$ cat config.mk
export PLATFORM = sky130hd
export DESIGN_NAME = sonar_frame_rx
export DESIGN_NICKNAME = d
export VERILOG_FILES = /design/src/rtl/sonar_rx_pkg.sv /design/src/rtl/sonar_rx_serial_7e2.sv /design/src/rtl/sonar_frame_rx.sv
export SDC_FILE = /design/constraint.sdc
export NUM_CORES = 1
export LEC_CHECK = 0
export BUFFER_PORTS_ARGS = -buffer_cell sky130_fd_sc_hd__buf_2
export CAP_MARGIN = 20
export CORE_ASPECT_RATIO = 0.5
export CORE_MARGIN = 8
export CORE_UTILIZATION = 40
export CTS_BUF_LIST = sky130_fd_sc_hd__clkbuf_8
export DETAILED_ROUTE_END_ITERATION = 10
export PLACE_DENSITY = 0.67
export SLEW_MARGIN = 25
export SYNTH_ARGS = -nofsm -noshare
export SYNTH_HDL_FRONTEND = slang
export SYNTH_SLANG_ARGS = --single-unit
export TNS_END_PERCENT = 100
$ cat constraint.sdc
create_clock -name clock -period 2.1 [get_ports clock]
set_input_delay 0.42 -clock clock [delete_from_list [all_inputs] [get_ports clock]]
set_output_delay 0.42 -clock clock [all_outputs]
set_load 0.01 [all_outputs]
$ cat src/rtl/sonar_rx_pkg.sv
// sonar_rx_pkg: shared constants and state encodings for the sonar frame
// receiver (bit receiver + ASCII frame parser).
//   ASC_*        7-bit ASCII codes recognised by the parser
//   prs_state_t  parser state, encoding is the db_estado hex-display code
//   rx_state_t   bit receiver state
package sonar_rx_pkg;

  localparam logic [6:0] ASC_0    = 7'h30;
  localparam logic [6:0] ASC_9    = 7'h39;
  localparam logic [6:0] ASC_VIRG = 7'h2C;
  localparam logic [6:0] ASC_FIM  = 7'h23;

  typedef enum logic [3:0] {
    A0     = 4'd0,
    A1     = 4'd1,
    A2     = 4'd2,
    VIRG   = 4'd3,
    D0     = 4'd4,
    D1     = 4'd5,
    D2     = 4'd6,
    TERM   = 4'd7,
    RESYNC = 4'd8
  } prs_state_t;

  typedef enum logic [2:0] {
    IDLE     = 3'd0,
    START    = 3'd1,
    DADOS    = 3'd2,
    PARIDADE = 3'd3,
    STOP     = 3'd4
  } rx_state_t;

  function automatic logic is_digit(input logic [6:0] c);
    return (c >= ASC_0) && (c <= ASC_9);
  endfunction

endpackage

$ cat src/rtl/sonar_rx_serial_7e2.sv
// sonar_rx_serial_7e2: 7E2 asynchronous serial bit receiver.
//   clock, reset     system clock, synchronous active-high reset
//   rx_serial        asynchronous line, idle high (2-FF synchronised here)
//   byte_valid       one-cycle pulse at the stop-1 mid-bit sample
//   dado[6:0]        received character, valid with byte_valid
//   par_ok           even parity correct (tied 1 unless SONAR_RX_PARITY_CHECK_EN)
//   stop_ok          stop bit 1 sampled high
// Macro SONAR_RX_PARITY_CHECK_EN enables the parity check; without it the
// parity slot is still timed but its value is dropped.
// Stop bit 2 is never sampled: returning to IDLE at stop-1 mid-bit lets the
// next start edge be caught even with only one stop bit on the line.
module sonar_rx_serial_7e2
  import sonar_rx_pkg::*;
#(
  parameter int TICKS_BIT = 434
) (
  input  logic       clock,
  input  logic       reset,
  input  logic       rx_serial,
  output logic       byte_valid,
  output logic [6:0] dado,
  output logic       par_ok,
  output logic       stop_ok
);

  localparam int CW = (TICKS_BIT > 2) ? $clog2(TICKS_BIT) : 1;
  localparam logic [CW-1:0] T_FULL = CW'(TICKS_BIT - 1);
  localparam logic [CW-1:0] T_HALF = CW'(TICKS_BIT / 2 - 1);

  logic          rx_m, rx_s, rx_d;
  rx_state_t     st, st_n;
  logic [CW-1:0] cnt, cnt_n;
  logic [3:0]    nbit, nbit_n;
  logic [6:0]    sh, sh_n;
  logic          bv_n, stop_n;

  // 2-FF synchroniser, plus one more stage for falling-edge detection
  always_ff @(posedge clock) begin
    if (reset) begin
      rx_m <= 1'b1;
      rx_s <= 1'b1;
      rx_d <= 1'b1;
    end else begin
      rx_m <= rx_serial;
      rx_s <= rx_m;
      rx_d <= rx_s;
    end
  end

`ifdef SONAR_RX_PARITY_CHECK_EN
  logic par_q, par_n;
  always_ff @(posedge clock) begin
    if (reset) par_q <= 1'b0;
    else       par_q <= par_n;
  end
  // even parity: data bits plus parity bit XOR to zero
  assign par_ok = ~(^{sh, par_q});
`else
  assign par_ok = 1'b1;
`endif

  always_ff @(posedge clock) begin
    if (reset) begin
      st         <= IDLE;
      cnt        <= '0;
      nbit       <= '0;
      sh         <= '0;
      byte_valid <= 1'b0;
      stop_ok    <= 1'b0;
    end else begin
      st         <= st_n;
      cnt        <= cnt_n;
      nbit       <= nbit_n;
      sh         <= sh_n;
      byte_valid <= bv_n;
      stop_ok    <= stop_n;
    end
  end

  // counter is reloaded explicitly at every sample point, never wraps
  always_comb begin
    st_n   = st;
    cnt_n  = cnt + 1'b1;
    nbit_n = nbit;
    sh_n   = sh;
    bv_n   = 1'b0;
    stop_n = stop_ok;
`ifdef SONAR_RX_PARITY_CHECK_EN
    par_n  = par_q;
`endif
    unique case (st)
      IDLE: begin
        cnt_n = '0;
        if (rx_d && !rx_s) st_n = START;
      end
      START: begin
        if (cnt == T_HALF) begin
          cnt_n  = '0;
          nbit_n = '0;
          st_n   = rx_s ? IDLE : DADOS;  // high at mid-start: false start
        end
      end
      DADOS: begin
        if (cnt == T_FULL) begin
          cnt_n = '0;
          sh_n  = {rx_s, sh[6:1]};  // LSB first
          if (nbit == 4'd6) st_n = PARIDADE;
          else              nbit_n = nbit + 4'd1;
        end
      end
      PARIDADE: begin
        if (cnt == T_FULL) begin
          cnt_n = '0;
`ifdef SONAR_RX_PARITY_CHECK_EN
          par_n = rx_s;
`endif
          st_n  = STOP;
        end
      end
      STOP: begin
        if (cnt == T_FULL) begin
          cnt_n  = '0;
          stop_n = rx_s;
          bv_n   = 1'b1;
          st_n   = IDLE;
        end
      end
      default: begin
        cnt_n = '0;
        st_n  = IDLE;
      end
    endcase
  end

  assign dado = sh;

endmodule

$ cat src/rtl/sonar_frame_rx.sv
// sonar_frame_rx: receives the sonar "AAA,DDD#" ASCII measurement message
// over a 7E2 serial line and presents angle/distance as 12-bit BCD.
//   clock, reset   system clock, synchronous active-high reset
//   rx_serial      serial line, idle high
//   angulo         BCD angle of the last valid frame
//   distancia      BCD distance of the last valid frame
//   pronto         one-cycle pulse when angulo/distancia update
//   erro           one-cycle pulse per rejected frame
//   db_estado      parser state code for a hex display
// Optional macro SONAR_RX_PARITY_CHECK_EN (in sonar_rx_serial_7e2) makes
// parity errors reject the frame.
module sonar_frame_rx
  import sonar_rx_pkg::*;
#(
  parameter int CLK_HZ = 50_000_000,
  parameter int BAUD   = 115_200
) (
  input  logic        clock,
  input  logic        reset,
  input  logic        rx_serial,
  output logic [11:0] angulo,
  output logic [11:0] distancia,
  output logic        pronto,
  output logic        erro,
  output logic [3:0]  db_estado
);

  localparam int TICKS_BIT = CLK_HZ / BAUD;

  logic       byte_valid, par_ok, stop_ok;
  logic [6:0] dado;

  sonar_rx_serial_7e2 #(.TICKS_BIT(TICKS_BIT)) u_rx (
    .clock      (clock),
    .reset      (reset),
    .rx_serial  (rx_serial),
    .byte_valid (byte_valid),
    .dado       (dado),
    .par_ok     (par_ok),
    .stop_ok    (stop_ok)
  );

  prs_state_t  st, st_n;
  logic [11:0] sh_ang, sh_ang_n, sh_dist, sh_dist_n;
  logic        pronto_n, erro_n;
  logic        byte_ok, fim_ok, char_ok;

  assign byte_ok = stop_ok & par_ok;
  assign fim_ok  = byte_ok && (dado == ASC_FIM);

  // is this the character the current state expects?
  always_comb begin
    char_ok = 1'b0;
    unique case (st)
      A0, A1, A2, D0, D1, D2: char_ok = is_digit(dado);
      VIRG:                   char_ok = (dado == ASC_VIRG);
      TERM:                   char_ok = (dado == ASC_FIM);
      default:                char_ok = 1'b0;
    endcase
  end

  always_ff @(posedge clock) begin
    if (reset) begin
      st        <= A0;
      sh_ang    <= '0;
      sh_dist   <= '0;
      pronto    <= 1'b0;
      erro      <= 1'b0;
      angulo    <= '0;
      distancia <= '0;
    end else begin
      st      <= st_n;
      sh_ang  <= sh_ang_n;
      sh_dist <= sh_dist_n;
      pronto  <= pronto_n;
      erro    <= erro_n;
      if (pronto_n) begin
        angulo    <= sh_ang;
        distancia <= sh_dist;
      end
    end
  end

  always_comb begin
    st_n      = st;
    sh_ang_n  = sh_ang;
    sh_dist_n = sh_dist;
    pronto_n  = 1'b0;
    erro_n    = 1'b0;
    if (byte_valid) begin
      if (st == RESYNC) begin
        // silently drop everything until a clean terminator
        if (fim_ok) st_n = A0;
      end else if (byte_ok && char_ok) begin
        unique case (st)
          A0:   begin sh_ang_n[11:8]  = dado[3:0]; st_n = A1;   end
          A1:   begin sh_ang_n[7:4]   = dado[3:0]; st_n = A2;   end
          A2:   begin sh_ang_n[3:0]   = dado[3:0]; st_n = VIRG; end
          VIRG: st_n = D0;
          D0:   begin sh_dist_n[11:8] = dado[3:0]; st_n = D1;   end
          D1:   begin sh_dist_n[7:4]  = dado[3:0]; st_n = D2;   end
          D2:   begin sh_dist_n[3:0]  = dado[3:0]; st_n = TERM; end
          TERM: begin pronto_n = 1'b1; st_n = A0; end
          default: st_n = RESYNC;
        endcase
      end else begin
        // a clean '#' already marks a frame boundary, so no resync needed
        erro_n    = 1'b1;
        sh_ang_n  = '0;
        sh_dist_n = '0;
        st_n      = fim_ok ? A0 : RESYNC;
      end
    end
  end

  assign db_estado = st;

endmodule

==> out/results.txt <==
Status = completed
Latest clock arrival within the worst-skew pair = 0.37 ns
Largest net degree at the start of global routing = 54
Core area = 0.00886 mm^2
TritonCTS Buffers = 9
Port Buffers = 32
Number of routed nets with antenna violations = 0
Peak VDD IR = 0.000337 V
First-pass GRT wire length = 14200 um
Iteration-0 DRC Markers = 260
Mapped cell area = 0.00371 mm^2
Sw frac = 23.5%
Initial Utilization = 41.8%
Post-CTS setup buffers = 0
Cts hold-fix bufs = 0
Int Pwr = 2.33 mW
Hold Crit Start = rx_serial
Met2 routed WL = 3780 um
Clock Power Share = 41.8%
Via count = 3102
Vias per cell = 5.45
GRT Total Usage = 13.3%
Asr flop ratio synth = 0%
Routability Congestion = 0.831
P_sw = 0.715 mW
Num ports = 33
Overall routed net length = 8230 um
CTS max path bufs = 2
Unrepaired setup endpoints after global routing = no
Crit path capture type = flop
Slew Limit Fails = 0
# DRC = 0
Gate power share = 6.1%
Total power = 3.05 mW
FF-to-FF Start = u_rx.dado[0]
Vias in the first global route = 2996
Most frequent cells in the layout = 80 x dfxtp_1, 54 x nor2_1, 41 x nand2_1
CTS Root Cell = clkbuf_8
DRT Pass-1 Iters = 4
Row count = 24
YS warnings = 0
WHS Path Cells = 2
# clock sinks = 82
Sequential area share after synthesis = 44.3%
Final hold vios = 0
Synthesized Nets = 422
Worst Hold Path EP = u_rx.rx_m
R2R cell count = 5
Total congestion overflow = 0
Clock transition at the registers of the reported paths = 0.08 ns
Detail Placement HPWL = 5560 um
Final Critical Period = 1.99 ns
DP Area = 0.00406 mm^2
Netlist cell types = 43
Synth Register Bits = 82
Final period util = 94.7%
FMAX = 0.503 GHz
Routed met3 length = 396 um
Rel. slew slack = 69.9%
EDFF count, synth = 0
Wl on met1 = 3880 um
Syn avg cell area = 8.95 um^2
Die height = 84.1 um
H-tree depth = 3
Number of max-cap violations = 0
Register share of total power = 52.1%
Leak = 1.76 nW
Placed cells = 553
CTS tree = built
Initial antenna violation count = 0
Crit Reg-Reg Endpoint = sh_ang[6]
Final setup vio count = 0
Clock skew = 0.00693 ns
Worst R2R Setup Slack = 0.11 ns
PD cells = 711 mW/mm^2
Worst-margin pin slew = 0.450 ns
Commonest non-fill, non-tap cell in the layout = dfxtp_1
Fin cells = 569
Main flop type after synthesis = dfxtp_1
Worst Setup Start Kind = flop
Hold Path Class = primary input to flop
Critical path class = flop to flop
Share of cells above drive strength 1 = 18.8%
Antenna Diode Count = 0
Die Wd = 152 um
Layout Nets = 455
Final Cell Area = 0.00429 mm^2
WP data required = 2.40 ns
TNS Setup = 0 ns
Worst-path maximum fanout = 24
Worst path arrival time = 2.29 ns
Syn-to-layout area delta = 15.7%
DR WL/cell = 14.5 um
Synthesized instance count = 414
Die area = 0.0128 mm^2
Top layer in use = met4
-- routing by layer --
| layer | track usage, % | vias up |
|---|---|---|
| met5 | 0 | - |
| met4 | 5.85 | 0 |
| met3 | 4.08 | 14 |
| met2 | 22.2 | 62 |
| met1 | 15.6 | 1469 |
| li1 | - | 1557 |
-- final cells by class --
| class | instances | area, um^2 |
|---|---|---|
| fill | 838 | 4570 |
| multi-input combinational | 290 | 1880 |
| sequential | 82 | 1640 |
| timing repair buffer | 57 | 373 |
| tap | 117 | 146 |
| clock buffer | 10 | 138 |
| clock inverter | 6 | 80.1 |
| inverter | 7 | 26.3 |
-- Yosys cell counts, types with 2 or more instances --
cell type,count,area share (%)
a41o_1,2,0.54
clkbuf_1,24,2.4
and2_1,2,0.34
nand2_1,41,4.2
buf_1,7,0.71
nand4_1,27,4.6
xor2_1,3,0.71
nor2_1,54,5.5
dfxtp_1,82,44
and3b_1,2,0.47
mux2i_1,33,8.9
ha_1,5,1.7
buf_6,4,1.2
a21oi_1,7,0.95
nor3_1,5,0.68
nor4b_1,2,0.47
inv_1,6,0.61
nand3_1,8,1.1
xnor2_1,4,0.95
nor4_1,2,0.34
or3_1,3,0.51
or3b_2,2,0.47
nor3b_1,27,5.5
and3_1,3,0.51
or4_1,4,0.81
or2_2,4,0.68
o21ai_0,8,1.1
a32oi_1,24,5.7
nor2b_1,5,0.84
-- state kept, by name (all words and copies together), names as in the netlist, 3 cells and up --
| signal | flops |
|---|---|
| angulo | 12 |
| u_rx.nbit | 4 |
| distancia | 12 |
| sh_dist | 12 |
| u_rx.dado | 7 |
| db_estado | 4 |
| u_rx.cnt | 9 |
| u_rx.st | 3 |
| sh_ang | 12 |
-- repair_timing --
| action | CTS | global route |
|---|---|---|
| endpoints found under the hold margin | 0 | 0 |
| gates resized for setup | 0 | 4 |
| setup endpoints to repair | 0 | 1 |
-- power groups by stage --
stage,clock network [mW],registers (mW),logic (mW)
after global placement,0,1.62,0.177
final,1.27,1.59,0.186
after global routing,1.39,1.59,0.208
after detailed placement,0,1.63,0.178
after CTS,1.31,1.59,0.180
after floorplan,0,1.62,0.124
-- worst max-delay path by stage --
stage,from,to,depth (start not counted)
finish,u_rx.dado[0],sh_ang[6],5
floorplan,u_rx.dado[0],sh_ang[4],8
global route,u_rx.cnt[0],u_rx.nbit[3],6
detailed placement,u_rx.dado[0],sh_ang[6],5
CTS,u_rx.st[1],u_rx.nbit[3],5
global placement,u_rx.st[1],u_rx.nbit[3],5
-- critical path, stage by stage, from the launching register on --
cell,delay [ns]
dfxtp_1,0.32
or4b_1,0.51
or4_1,0.40
a21o_1,0.22
a31o_4,0.35
nor2_1,0.13
-- cells by family (layout without fill, tap and decap cells) --
group                    count (synthesis)  in the layout  share of synthesized area, %
adder cells (fa/ha/maj)                  5              5                          1.69
XOR/XNOR                                 7              7                          1.65
flip-flops                              82             82                          44.3
buffers and inverters                   42             80                          5.06
AO/OA/AOI/OAI                           48             48                          10.0
AND/OR/NAND/NOR                        197            197                          28.4
multiplexers                            33             33                          8.91
-- metrics by stage --
step           hold WS (ns)  util [%]  worst slack, ns
2_1_floorplan         0.389         -          0.00285
3_3_place_gp          0.411      45.9            0.168
3_5_place_dp          0.419      45.9            0.124
4_1_cts               0.214      48.3            0.102
5_1_grt               0.236      48.4          0.00552
6_report              0.229      48.4            0.111
Note: power is estimated with default switching activity, not from simulation.
